File: config.mk
export PLATFORM = sky130hd
export DESIGN_NAME = gcd_operand_feeder
export DESIGN_NICKNAME = d
export VERILOG_FILES = /design/src/rtl/gcd_operand_feeder.sv
export SDC_FILE = /design/constraint.sdc
export NUM_CORES = 1
export LEC_CHECK = 0
export ABC_AREA = 1
export CAP_MARGIN = 40
export CORE_MARGIN = 5
export CORE_UTILIZATION = 50
export DETAILED_ROUTE_END_ITERATION = 10
export DONT_BUFFER_PORTS = 1
export PLACE_DENSITY = 0.76
export SKIP_LAST_GASP = 1
export SYNTH_ARGS = -nofsm -noshare
export SYNTH_HDL_FRONTEND = slang
export SYNTH_SLANG_ARGS = --single-unit
File: constraint.sdc
create_clock -name clk -period 3 [get_ports clk]
set_input_delay 0.3 -clock clk [delete_from_list [all_inputs] [get_ports clk]]
set_output_delay 0.3 -clock clk [all_outputs]
set_load 0.03 [all_outputs]
File: src/rtl/gcd_operand_feeder.sv
// Buffers operand pairs in a small circular FIFO and serialises each pair onto
// the GCD core bus (start, A, B), then waits for done with an abort timeout.
module gcd_operand_feeder #(
  parameter int WIDTH   = 16,
  parameter int DEPTH   = 4,
  parameter int TIMEOUT = 1023
) (
  input  logic                     clk,
  input  logic                     rst,
  input  logic                     in_valid,
  output logic                     in_ready,
  input  logic [WIDTH-1:0]         in_a,
  input  logic [WIDTH-1:0]         in_b,
  output logic [WIDTH-1:0]         data_out,
  output logic                     start,
  input  logic                     done,
  output logic                     busy,
  output logic                     zero_err,
  output logic                     timeout_err,
  output logic [$clog2(DEPTH):0]   fifo_count
);

  localparam int AW = $clog2(DEPTH);
  localparam int CW = $clog2(TIMEOUT + 1);
  localparam logic [AW:0]   FULL_CNT = (AW+1)'(DEPTH);
  localparam logic [CW-1:0] TMO_LAST = CW'(TIMEOUT - 1);

  typedef struct packed {
    logic [WIDTH-1:0] a;
    logic [WIDTH-1:0] b;
  } pair_t;

  typedef enum logic [2:0] {IDLE, START, SEND_A, SEND_B, WAIT} state_t;

  pair_t            mem [DEPTH];
  logic [AW-1:0]    wr_ptr, rd_ptr;
  logic [CW-1:0]    tmo_cnt;
  logic [WIDTH-1:0] op_a, op_b;
  state_t           state;

  logic full, empty, push_hs, zero_op, push, pop;

  assign full     = (fifo_count == FULL_CNT);
  assign empty    = (fifo_count == '0);
  // Held low while rst is asserted so nothing is accepted in the reset cycle.
  assign in_ready = !rst && !full;
  assign push_hs  = in_valid && in_ready;
  assign zero_op  = (in_a == '0) || (in_b == '0);
  assign push     = push_hs && !zero_op;
  assign pop      = (state == IDLE) && !empty;
  assign busy     = (state != IDLE);

  always_ff @(posedge clk) begin
    if (push) mem[wr_ptr] <= '{a: in_a, b: in_b};
  end

  always_ff @(posedge clk) begin
    if (rst) begin
      wr_ptr     <= '0;
      rd_ptr     <= '0;
      fifo_count <= '0;
      zero_err   <= 1'b0;
    end else begin
      zero_err <= push_hs && zero_op;
      if (push) wr_ptr <= wr_ptr + 1'b1;
      if (pop)  rd_ptr <= rd_ptr + 1'b1;
      case ({push, pop})
        2'b10:   fifo_count <= fifo_count + 1'b1;
        2'b01:   fifo_count <= fifo_count - 1'b1;
        default: fifo_count <= fifo_count;
      endcase
    end
  end

  // Bus outputs are registered: each is set on the edge entering its state.
  always_ff @(posedge clk) begin
    if (rst) begin
      state       <= IDLE;
      op_a        <= '0;
      op_b        <= '0;
      tmo_cnt     <= '0;
      start       <= 1'b0;
      data_out    <= '0;
      timeout_err <= 1'b0;
    end else begin
      start       <= 1'b0;
      data_out    <= '0;
      timeout_err <= 1'b0;
      case (state)
        IDLE: if (pop) begin
          op_a  <= mem[rd_ptr].a;
          op_b  <= mem[rd_ptr].b;
          start <= 1'b1;
          state <= START;
        end
        START: begin
          data_out <= op_a;
          state    <= SEND_A;
        end
        SEND_A: begin
          data_out <= op_b;
          state    <= SEND_B;
        end
        SEND_B: begin
          tmo_cnt <= '0;
          state   <= WAIT;
        end
        WAIT: begin
          if (done) begin
            state <= IDLE;
          end else begin
            tmo_cnt <= tmo_cnt + 1'b1;
            if (tmo_cnt == TMO_LAST) begin
              timeout_err <= 1'b1;
              state       <= IDLE;
            end
          end
        end
        default: state <= IDLE;
      endcase
    end
  end

endmodule

# Word-level counts from Yosys, hierarchy flattened
# Memory sizes are Yosys's and may differ from the RTL's. A register that Yosys moved wholly into a read port is not among the register bits.
# Cells that the tools add are included.
dict set report word_totals {
  in_bits 36
  register_bits 39
  ramBits 128
  n_memories 1
}
# name words word_bits read_ports rd_ports_with_merged_regs wr line_no
set mem_list {}
lappend mem_list {mem 4 32 1 1 1 35} ;# pair_t mem [DEPTH];
dict set report classes {
  addsub 5
  reduce_logical 22
  n_eq_ne 11
  mux 12
  bitwise 2
}
# operator count
set op_table {}
lappend op_table {{16-bit logical NOT} 2}
lappend op_table {{16-bit one-hot mux with 2 select lines} 1}
lappend op_table {{10-bit one-hot mux with 2 select lines} 1}
lappend op_table {{3-bit one-hot mux with 5 select lines} 1}
lappend op_table {{10-bit by 1-bit adder with 10-bit output, second input constant} 1}
lappend op_table {{10-bit == test, second input constant} 1}
lappend op_table {{10-bit 2-to-1 mux} 1}
lappend op_table {{3-bit 2-to-1 mux} 3}
lappend op_table {{3-bit by 2-bit == test with 1-bit output, second input constant} 2}
lappend op_table {{3-bit == test, second input constant} 2}
lappend op_table {{3-bit logical NOT} 2}
lappend op_table {{3-bit one-hot mux with 2 select lines} 1}
lappend op_table {{2-bit AND reduction} 3}
lappend op_table {{1-bit logical AND} 5}
lappend op_table {{2-bit by 1-bit adder with 2-bit output, second input constant} 2}
lappend op_table {{1-bit logical NOT} 4}
lappend op_table {{1-bit 2-to-1 mux} 4}
lappend op_table {{2-bit != test, second input constant} 2}
lappend op_table {{2-bit nonzero test} 2}
lappend op_table {{3-bit by 1-bit adder with 3-bit output, second input constant} 1}
lappend op_table {{3-bit by 1-bit == test with 1-bit output, second input constant} 1}
lappend op_table {{3-bit != test, second input constant} 1}
lappend op_table {{3-bit nonzero test} 1}
lappend op_table {{3-bit OR reduction} 1}
lappend op_table {{6 further kinds} 7}

# Logic depth before layout (Yosys ltp)
dict set report logic_depth {
  ltp_word 7
  depth_mapped 12
  depth_no_buf 12
}

# Worst setup path after synthesis
# No wires, ideal clock.
dict set report synth_timing {
  path_type {reg-to-reg}
  startpoint {reg fifo_count[1]}
  endpoint {mem mem[0][0] (netlist bit), enable pin}
  setup_time_ns 0.421
  slack_ns -0.011
  required_time_ns 2.579
  path_buffers 0
  period_less_slack_ns 3.011
  t_arrival_ns 2.590
  stages_incl_launch_ff 7
  cell_sequence {dfxtp_1 > inv_1 > nand3_1 > nand2_1 > nor2_1 > nand3_2 > nor2_1}
}
dict set report synth_between {
  elab_chain_len 7
}
# item line_no
set synth_lines {}
lappend synth_lines {{start: declaration} 20} ;# output logic [$clog2(DEPTH):0] fifo_count
lappend synth_lines {{start signal: assignment} 68} ;# 2'b10: fifo_count <= fifo_count + 1'b1;
lappend synth_lines {{start signal: assignment} 69} ;# 2'b01: fifo_count <= fifo_count - 1'b1;
lappend synth_lines {{start signal: assignment} 70} ;# default: fifo_count <= fifo_count;
lappend synth_lines {{3-bit == test} 43} ;# assign full = (fifo_count == FULL_CNT);
lappend synth_lines {{1-bit logical NOT} 46} ;# assign in_ready = !rst && !full;
lappend synth_lines {{1-bit logical AND} 46}
lappend synth_lines {{1-bit logical AND} 47} ;# assign push_hs = in_valid && in_ready;
lappend synth_lines {{1-bit logical AND} 49} ;# assign push = push_hs && !zero_op;
lappend synth_lines {{1-bit 2-to-1 mux} 54} ;# if (push) mem[wr_ptr] <= '{a: in_a, b: in_b};
lappend synth_lines {{1-bit 2-to-1 mux (not written as such)} 54}
lappend synth_lines {{end: declaration} 35}
# Every way passes these cells.

# Worst setup path in the final report
dict set report layout_timing {
  startpoint {reg fifo_count[1]}
  endpoint {reg fifo_count[1]}
}
dict set report layout_between {
  elab_chain_len 7
  word_cells_on_any_way 14
}
# item line_no
set layout_lines {}
lappend layout_lines {{3-bit == test} 43}
lappend layout_lines {{1-bit logical NOT} 46}
lappend layout_lines {{1-bit logical AND} 46}
lappend layout_lines {{1-bit logical AND} 47}
lappend layout_lines {{1-bit logical AND} 49}
lappend layout_lines {{2-bit by 1-bit == test with 1-bit output or 2-bit == test (tied branches)} 67} ;# case ({push, pop})
lappend layout_lines {{3-bit one-hot mux with 2 select lines or 2-bit nonzero test (tied branches)} n/a}
# Several ways; a longest one is shown, not always the timed one.
# A chain may end at the register's enable or synchronous reset.

==> metrics <==
status=finished, final reports clean; vias in the first global route=roughly 5300; Worst setup EP type=register; Root Buffer Master=clkbuf_16; Reg-to-Reg End=fifo_count[1]$_SDFFE_PP0P_; Core Area=roughly 15000 um2; PostCTS Resize Cnt=0; DR WL/cell=~19 um; Initial Util=51.08%; Mapped Cells=around 730; Yosys Warn Count=0; largest net degree at the start of global routing=66; LEAKAGE=~3.1 nW; setup TNS=0 ns; clk sink count=around 200; CTS Buf Count=17; reg-to-reg startpoint=fifo_count[1]$_SDFFE_PP0P_; antenna violations before repair=0; worst path bufs/invs=2; CP max stage cell=dfxtp_1; final period utilization=approximately 90%; Required @ worst endpoint=3.36 ns; worst hold-check path type=in2reg; CP Max Fanout=7; critical path's top delay family=simple AND/OR/NAND/NOR gates; worst slew pin tran=roughly 0.89 ns; final core occ=about three fifths; f_max=about 380 MHz; Max IR drop VDD=~550 uV; initial DRC count=603; Mapped Area=7765 um2; Antenna Nets Post-Route=0; most frequent cells in the layout=165 x nor2_1, 128 x edfxtp_1, 104 x o21ai_0; H-tree depth=4; r2r setup slk=between 0.3 and 0.4 ns; cell row count=between 40 and 50; DR vias=~5500; Die W=around 130 um; clock slew at reported path FFs=0.07 ns; total chip power=7.398 mW; antenna cells=0; Final Hold Violating Endpoints=0; critical path data arrival time=just over 3 ns; most used cell, CP=nor2_1; hold worst-path end=timeout_err$_SDFF_PP0_; total gr overflow=0; worst hold start=done; Mean Syn Cell Area=10.67 um2; via/cell ratio=around 5.7; CP Class=reg2reg; overall routed net length=around 18 mm; Hold Path Stages=3; Port Buf Inserts=0; Area Growth Syn to Fin=14.05%; fillers=1215; GRT Total Usage=roughly 20%; clock skew=approximately 0.011 ns; fin crit period=about 2.7 ns; ratio of cells with drive above 1 in the final layout=under 10%; dpl hpwl=10.78 mm; Pwr Density=~840 nW/um2; Multi-input gate area=~2100 um2; Post-CTS Setup Inserts=0; #FFs+latches synth=~200; reg2reg path depth=11; nets@finish=just under 800; global-route wire length before repair=around 28 mm; final hold slack=0.1468 ns; gpl congestion=a little under 0.9; Crit path depth=11; most common cell after layout, fill and taps aside=nor2_1; max incr delay on CP=between 0.5 and 0.6 ns; die height=about 130 um; max-cap violation count=0; Storage cell area=5266 um2; Max Buffers Root-to-Sink=2; RSZ-0062 raised after global routing=no; Worst slew margin=approximately two fifths; IO Count=60; Critical Path Start Type=register; drt drc=0; die area=around 18000 um2; fin area=between 8000 and 9000 um2; Placed Area=7946 um2; Slew Limit Fails=0; Mapped Nets=772; later-pin clock latency in the skew report=0.43 ns; sequential area share after synthesis=around 68%; Finish-stage setup viols=0; CP Cell Sequence=inv_1 -> nand3_1 -> nand2_1 -> nor2_1 -> nand3_2 -> ha_1 -> inv_1 -> fa_1 -> nor2_1 -> a21oi_1 -> nor2_1; Synth cell types=25; DRT Pass-1 Iters=6; CTS tree=built
==> where the power goes <==
part	internal (mW)	switching (mW)
clock	1.23	0.994
sequential	3.21	0.290
combinational	0.511	1.17
total	4.95	2.45
==> tightest hold or removal path: stages <==
cell and delay (ns):
inv_1 0.03, nand4_1 0.13, nor3_1 0.07
==> synthesized netlist by cell type, drive strengths merged <==
cell type / n / share of area, %
clkbuf: 21 / 1.0
a21oi: 29 / 1.9
nor3: 4 / 0.26
nand4: 23 / 1.9
nand3b: 2 / 0.19
dfxtp: 71 / 18
nor2: 171 / 8.3
o21ai: 104 / 6.7
inv: 40 / 1.9
o22ai: 32 / 2.6
o21bai: 1 / 0.097
ha: 7 / 1.1
a21boi: 1 / 0.097
nand2: 43 / 2.1
a31oi: 1 / 0.27
buf: 22 / 1.7
fa: 1 / 0.26
edfxtp: 128 / 50
nand3: 27 / 1.8
==> cell type report <==
class                   count  share of cell area [%]
multi-input cells         446                   24.27
clock buffers              17                   4.804
repair buffers             48                   5.369
inverters                  40                   1.695
clock inverters            15                   1.738
flip-flops and latches    199                   59.47
well taps                 188                   2.656
==> metrics by stage <==
stage                     setup WS [ns]  std cells
after floorplan                -0.01078        728
after global placement           0.5242        886
after detailed placement         0.4141        888
after CTS                        0.3234        953
after global routing            0.02755        953
final                            0.3374        953
==> routing by layer <==
layer  vias up  global-route usage, %  routed length, um
li1       2597                      -                  -
met2       220                  31.52               8492
met1      2627                  26.86               7543
met5         -                      0                  0
met4         0                  5.147                249
met3        23                  5.216               1365
==> sequential cells by signal, indices dropped and copies added (netlist names) <==
signal,flops
data_out,16
fifo_count,3
mem,128
op_a,16
op_b,16
rd_ptr,2
start,1
state,3
timeout_err,1
tmo_cnt,10
wr_ptr,2
zero_err,1
==> timing repair <==
item / in CTS / in global routing
setup endpoints to repair: 0 / 0
hold buffers: 33 / 0
hold endpoints to repair: 153 / 0
==> worst max-delay path by stage <==
stage                                     from                    endpoint  slack (ns)
floorplan           fifo_count[1]$_SDFFE_PP0P_         mem[0][0]$_DFFE_PP_       -0.01
global placement    fifo_count[1]$_SDFFE_PP0P_  fifo_count[1]$_SDFFE_PP0P_        0.52
detailed placement  fifo_count[1]$_SDFFE_PP0P_  fifo_count[1]$_SDFFE_PP0P_        0.41
CTS                 fifo_count[1]$_SDFFE_PP0P_  fifo_count[1]$_SDFFE_PP0P_        0.32
global route        fifo_count[1]$_SDFFE_PP0P_  fifo_count[2]$_SDFFE_PP0P_        0.03
finish              fifo_count[1]$_SDFFE_PP0P_  fifo_count[1]$_SDFFE_PP0P_        0.34
==> cells by family (layout without fill, tap and decap cells) <==
| kind of cell | Yosys count | in the layout | share of synthesized area (%) |
|---|---|---|---|
| AND/OR/NAND/NOR | 270 | 270 | 14.55 |
| buffers and inverters | 83 | 120 | 4.641 |
| adder cells (fa/ha/maj) | 8 | 8 | 1.386 |
| flip-flops | 199 | 199 | 67.81 |
| AO/OA/AOI/OAI | 168 | 168 | 11.62 |
(Power assumes the default switching activity.)
